## src/rtl/serial_adder.sv

```systemverilog
`default_nettype none
// ============================================================================
// Module      : serial_adder
// Description : Multi-cycle adder. It adds DIGIT bits per clock using a ripple
//               slice and a carry flop, with start/busy/done handshaking.
//               Optional macro SERIAL_ADDER_SUB_EN adds a subtract port.
// Revision    : 1.0 - initial release
// ============================================================================
module serial_adder #(
    parameter int WIDTH = 8,
    parameter int DIGIT = 1
) (
    input  logic             clock,
    input  logic             reset,
    input  logic             start,
    input  logic [WIDTH-1:0] input_a,
    input  logic [WIDTH-1:0] input_b,
    input  logic             carry_in,
`ifdef SERIAL_ADDER_SUB_EN
    input  logic             subtract,
`endif
    output logic             busy,
    output logic             done,
    output logic [WIDTH-1:0] sum,
    output logic             carry_out
);

    localparam int c_steps = WIDTH / DIGIT;
    localparam int c_cnt_w = $clog2(c_steps + 1);
    localparam logic [c_cnt_w-1:0] c_last = c_cnt_w'(c_steps - 1);

    typedef enum logic [1:0] {
        IDLE = 2'd0,
        RUN  = 2'd1,
        DONE = 2'd2
    } state_t;

    state_t               r_state;
    state_t               w_state_next;
    logic [WIDTH-1:0]     r_a;
    logic [WIDTH-1:0]     r_b;
    logic [WIDTH-1:0]     r_psum;
    logic                 r_carry;
    logic [c_cnt_w-1:0]   r_count;
    logic [WIDTH-1:0]     r_sum;
    logic                 r_carry_out;

    logic                 w_busy;
    logic                 w_done;
    logic                 w_load;
    logic                 w_last;
    logic [DIGIT:0]       w_slice;
    logic [WIDTH-1:0]     w_psum_next;
    logic [WIDTH-1:0]     w_b_load;
    logic                 w_cin_load;

`ifdef SERIAL_ADDER_SUB_EN
    // Two's-complement subtraction: A + ~B + 1, carry_in is ignored.
    assign w_b_load   = subtract ? ~input_b : input_b;
    assign w_cin_load = subtract ? 1'b1 : carry_in;
`else
    assign w_b_load   = input_b;
    assign w_cin_load = carry_in;
`endif

    assign w_slice = {1'b0, r_a[DIGIT-1:0]} + {1'b0, r_b[DIGIT-1:0]}
                   + {{DIGIT{1'b0}}, r_carry};

    // The new slice enters at the top, so after all steps the first slice is at bit 0.
    assign w_psum_next = (r_psum >> DIGIT)
                       | (WIDTH'(w_slice[DIGIT-1:0]) << (WIDTH - DIGIT));

    always_comb begin
        w_state_next = r_state;
        w_busy       = 1'b0;
        w_done       = 1'b0;
        w_load       = 1'b0;
        w_last       = 1'b0;
        case (r_state)
            IDLE: begin
                if (start) begin
                    w_load       = 1'b1;
                    w_state_next = RUN;
                end
            end
            RUN: begin
                w_busy = 1'b1;
                if (r_count == c_last) begin
                    w_last       = 1'b1;
                    w_state_next = DONE;
                end
            end
            DONE: begin
                w_done = 1'b1;
                if (start) begin
                    w_load       = 1'b1;
                    w_state_next = RUN;
                end else begin
                    w_state_next = IDLE;
                end
            end
            default: w_state_next = IDLE;
        endcase
    end

    always_ff @(posedge clock or posedge reset) begin
        if (reset) begin
            r_state     <= IDLE;
            r_a         <= '0;
            r_b         <= '0;
            r_psum      <= '0;
            r_carry     <= 1'b0;
            r_count     <= '0;
            r_sum       <= '0;
            r_carry_out <= 1'b0;
        end else begin
            r_state <= w_state_next;
            if (w_load) begin
                r_a     <= input_a;
                r_b     <= w_b_load;
                r_carry <= w_cin_load;
                r_psum  <= '0;
                r_count <= '0;
            end else if (r_state == RUN) begin
                r_a     <= r_a >> DIGIT;
                r_b     <= r_b >> DIGIT;
                r_carry <= w_slice[DIGIT];
                r_psum  <= w_psum_next;
                r_count <= w_last ? '0 : r_count + c_cnt_w'(1);
            end
            if (w_last) begin
                r_sum       <= w_psum_next;
                r_carry_out <= w_slice[DIGIT];
            end
        end
    end

    assign busy      = w_busy;
    assign done      = w_done;
    assign sum       = r_sum;
    assign carry_out = r_carry_out;

endmodule
`default_nettype wire

```

## config.mk

```make
export PLATFORM = sky130hd
export DESIGN_NAME = serial_adder
export DESIGN_NICKNAME = d
export VERILOG_FILES = /design/src/rtl/serial_adder.sv
export SDC_FILE = /design/constraint.sdc
export NUM_CORES = 1
export LEC_CHECK = 0
export CORE_MARGIN = 4
export CORE_UTILIZATION = 48
export CTS_BUF_LIST = sky130_fd_sc_hd__clkbuf_4 sky130_fd_sc_hd__clkbuf_8
export DETAILED_ROUTE_END_ITERATION = 10
export GPL_TIMING_DRIVEN = 0
export MAX_ROUTING_LAYER = met4
export PLACE_DENSITY = 0.78
export SLEW_MARGIN = 20
export SYNTH_ARGS = -nofsm -noshare
export SYNTH_HDL_FRONTEND = slang
export SYNTH_SLANG_ARGS = --single-unit
```

## constraint.sdc

```tcl
create_clock -name clock -period 1.43 [get_ports clock]
set_input_delay 0.429 -clock clock [delete_from_list [all_inputs] [get_ports clock]]
set_output_delay 0.429 -clock clock [all_outputs]
set_load 0.03 [all_outputs]
```

==> results.yml <==
floorplanning:
  start_util: 0.515
  die_y_um: 65.9
  die_area_mm2: 0.00435
  coreArea_mm2: 0.00313
  io_pins: 31
  die_w_um: 65.9
  rows: 20
global_routing:
  grt_max_degree: 22
  grt_first_pass_wirelength_um: 6160
  grt_overflow: 0
  antenna_found_initial: 0
  use_met3: 0.0595
  grtUsageMet1: 0.239
  grt_use_total: 0.197
  use_met2: 0.314
  grt.busiest_layer: "met2"
  grt_pass1_vias: 1245
worst_hold_path:
  worstHoldPathType: "in2async"
sta:
  timing.final.hold_violations: 0
  rsz0062_at_grt: "yes"
  period_share: 1.14
  fmax_mhz: 611
  finalClockSkew_ps: 19.1
  slew_viol_final: 0
  fin_crit_ps: 1640
  worst_slew_pin_slew_ps: 454
  slew_headroom: 0.697
  layout_setup_ws_ps: -207
  setup_viol: 15
final_layout:
  final_cells: 213
  area_growth_pct: 36.6
  finalInstanceArea_mm2: 0.00220
  nets: 190
  drive_above_1_share: 0.349
  antenna_cells: 0
  fillers: 245
outcome:
  outcome: "finished, violations left"
  violations: "setup timing"
critical_path:
  arrival_ps: 1210
  crit_required_ps: 1000
  critPathMaxFanout: 2
  slowest_stage: "dfrtp_1"
  critPathKind: "reg2out"
  crit_path_start_kind: "flop"
  cp_cell_sequence: "nand2b_4, inv_4, buf_6, buf_6"
  critPathMaxStageDelay_ps: 410
  crit_top_cell: "buf_6"
  crit_path_end_kind: "primary output"
synth:
  netlist_instances: 114
  synth_fp_nets: 136
  postSynth.asyncResetShare: 1.00
  ys_top_cells_by_count: "39 x dfrtp_1, 26 x a22o_1, 16 x a21o_1, 9 x mux2_2, 4 x buf_2"
  synth_area_leaders: "dfrtp_1 61%, a22o_1 14%, a21o_1 7.5%"
  synth.largest_area_cell: "dfrtp_1"
  post-synth-top-count-cell: "dfrtp_1"
  synth.avg_cell_area_um2: 14.1
  synth.yosys.seq_area_share: 0.606
  synth_cell_type_count: 21
  synth_edf_count: 0
  synthFlopType: "dfrtp_1"
  syn_area_mm2: 0.00161
  synth.ff_latch_count: 39
  synth_top_area_share: 0.606
  yosysWarnings: 0
drt:
  drt_iter0_markers: 60
  vias_per_cell: 5.44
  num_vias: 1158
  drtPass1Iterations: 4
  antenna_left: 0
  drcViolationCount: 0
  totalWireLength_um: 3800
  wire_per_inst_um: 17.8
power_and_ir_drop:
  finalPower_mw: 4.88
  ir_drop_mv: 1.03
  p_leak_nw: 1.15
  power-per-cell-area_mw_per_mm2: 2220
clock_tree:
  clkLatencyLatePin_ps: 360
  cts_tree: "yes"
  root_buffer: "clkbuf_4"
  cts_buffers: 5
  htree_levels: 2
  cts.sinks: 39
  cts_hold_buf: 0
  clockBufferDepth: 2
  clkTransAtPathRegs_ps: 120
placement:
  gp_congestion: 0.800
  dp.cells: 189
  io_buffers: 30
  dp_hpwl_um: 2360
  placed_area_mm2: 0.00199
job:
  cap_violations: 0
## critical path, delay by kind of cell, from the launching register on
family	cells	cell delay, ps
flip-flops	1	410
buffers and inverters	3	280
AND/OR/NAND/NOR	1	170
## flip-flops by register name, indices dropped and copies added, names as in the netlist
name and flops:
r_a 8, r_b 8, r_psum 7, r_state 2, sum 8, carry_out 1
r_carry 1, r_count 4
## stage by stage
stage	setup TNS [ps]	hold WS, ps	utilization	setup slack, ps
final	-672	382	0.704	-207
after global routing	-1680	421	0.704	-266
after CTS	-375	382	0.675	-198
after detailed placement	-9290	467	0.638	-753
after global placement	-35080	458	0.629	-717
after floorplan	0	450	-	12.8
## path summary, 6_finish.rpt
kind                             from     end  slack, ps  cells after the start
min in group clock             r_a[3]  r_a[3]        490                      1
max in group asynchronous       reset  r_a[3]        570                      3
setup / recovery           r_state[1]    busy       -210                      4
hold reg to reg                r_a[3]  r_a[3]        490                      1
hold / removal                  reset  r_a[0]        380                      2
setup reg to reg           r_count[0]  sum[1]        -40                      5
## power breakdown
part           internal (mW)  total [mW]  switching (mW)
logic                   1.27        2.39            1.12
registers               1.58        1.92           0.336
clock network          0.209       0.572           0.363
total                   3.06        4.88            1.82
## logic make-up (layout without fill, tap and decap cells)
logic type	after synthesis	in the layout	share of synthesized area
adders and majority gates	2	2	0.0202
DFF	39	39	0.606
AOI/OAI and AO/OA	43	43	0.221
xor gates and xnor gates	1	1	0.00544
muxes	9	9	0.0629
buffers and inverters	8	63	0.0311
and+or+nand+nor	12	12	0.0536
## layout make-up
cell class	instances	area [µm²]	share of cell area
Clock inverter	2	12.5	0.00568
Inverter	2	10.0	0.00455
Multi-Input combinational cell	67	627	0.285
Timing Repair Buffer	47	415	0.189
Clock buffer	6	45.0	0.0205
Buffer	6	60.1	0.0273
Tap cell	44	55.1	0.0250
Sequential cell	39	977	0.444
## routing by layer
metal  wire [µm]  part of all wire  vias to the layer above
met5           0                 0                        -
met1        1560              0.41                      588
li1            -                 -                      538
met4          55             0.014                        0
met2        2010              0.53                       27
met3         168             0.044                        5
## layout by cell type (no fill, tap or decap), drive strengths merged, types with 2 or more instances in the layout
cell            n
a21o           16
a22o           26
buf            33
clkbuf          7
clkdlybuf4s50  19
dfrtp          39
inv             2
mux2            9
nand3b          2
nor2            4
nor2b           2
## repair_timing
action                                  in CTS  in global routing
gates resized for setup                     64                 16
gates cloned                                 0                  1
pin swaps                                    2                  3
buffers inserted                            10                  7
endpoints found under the setup margin      20                 31
(Power assumes the default switching activity.)
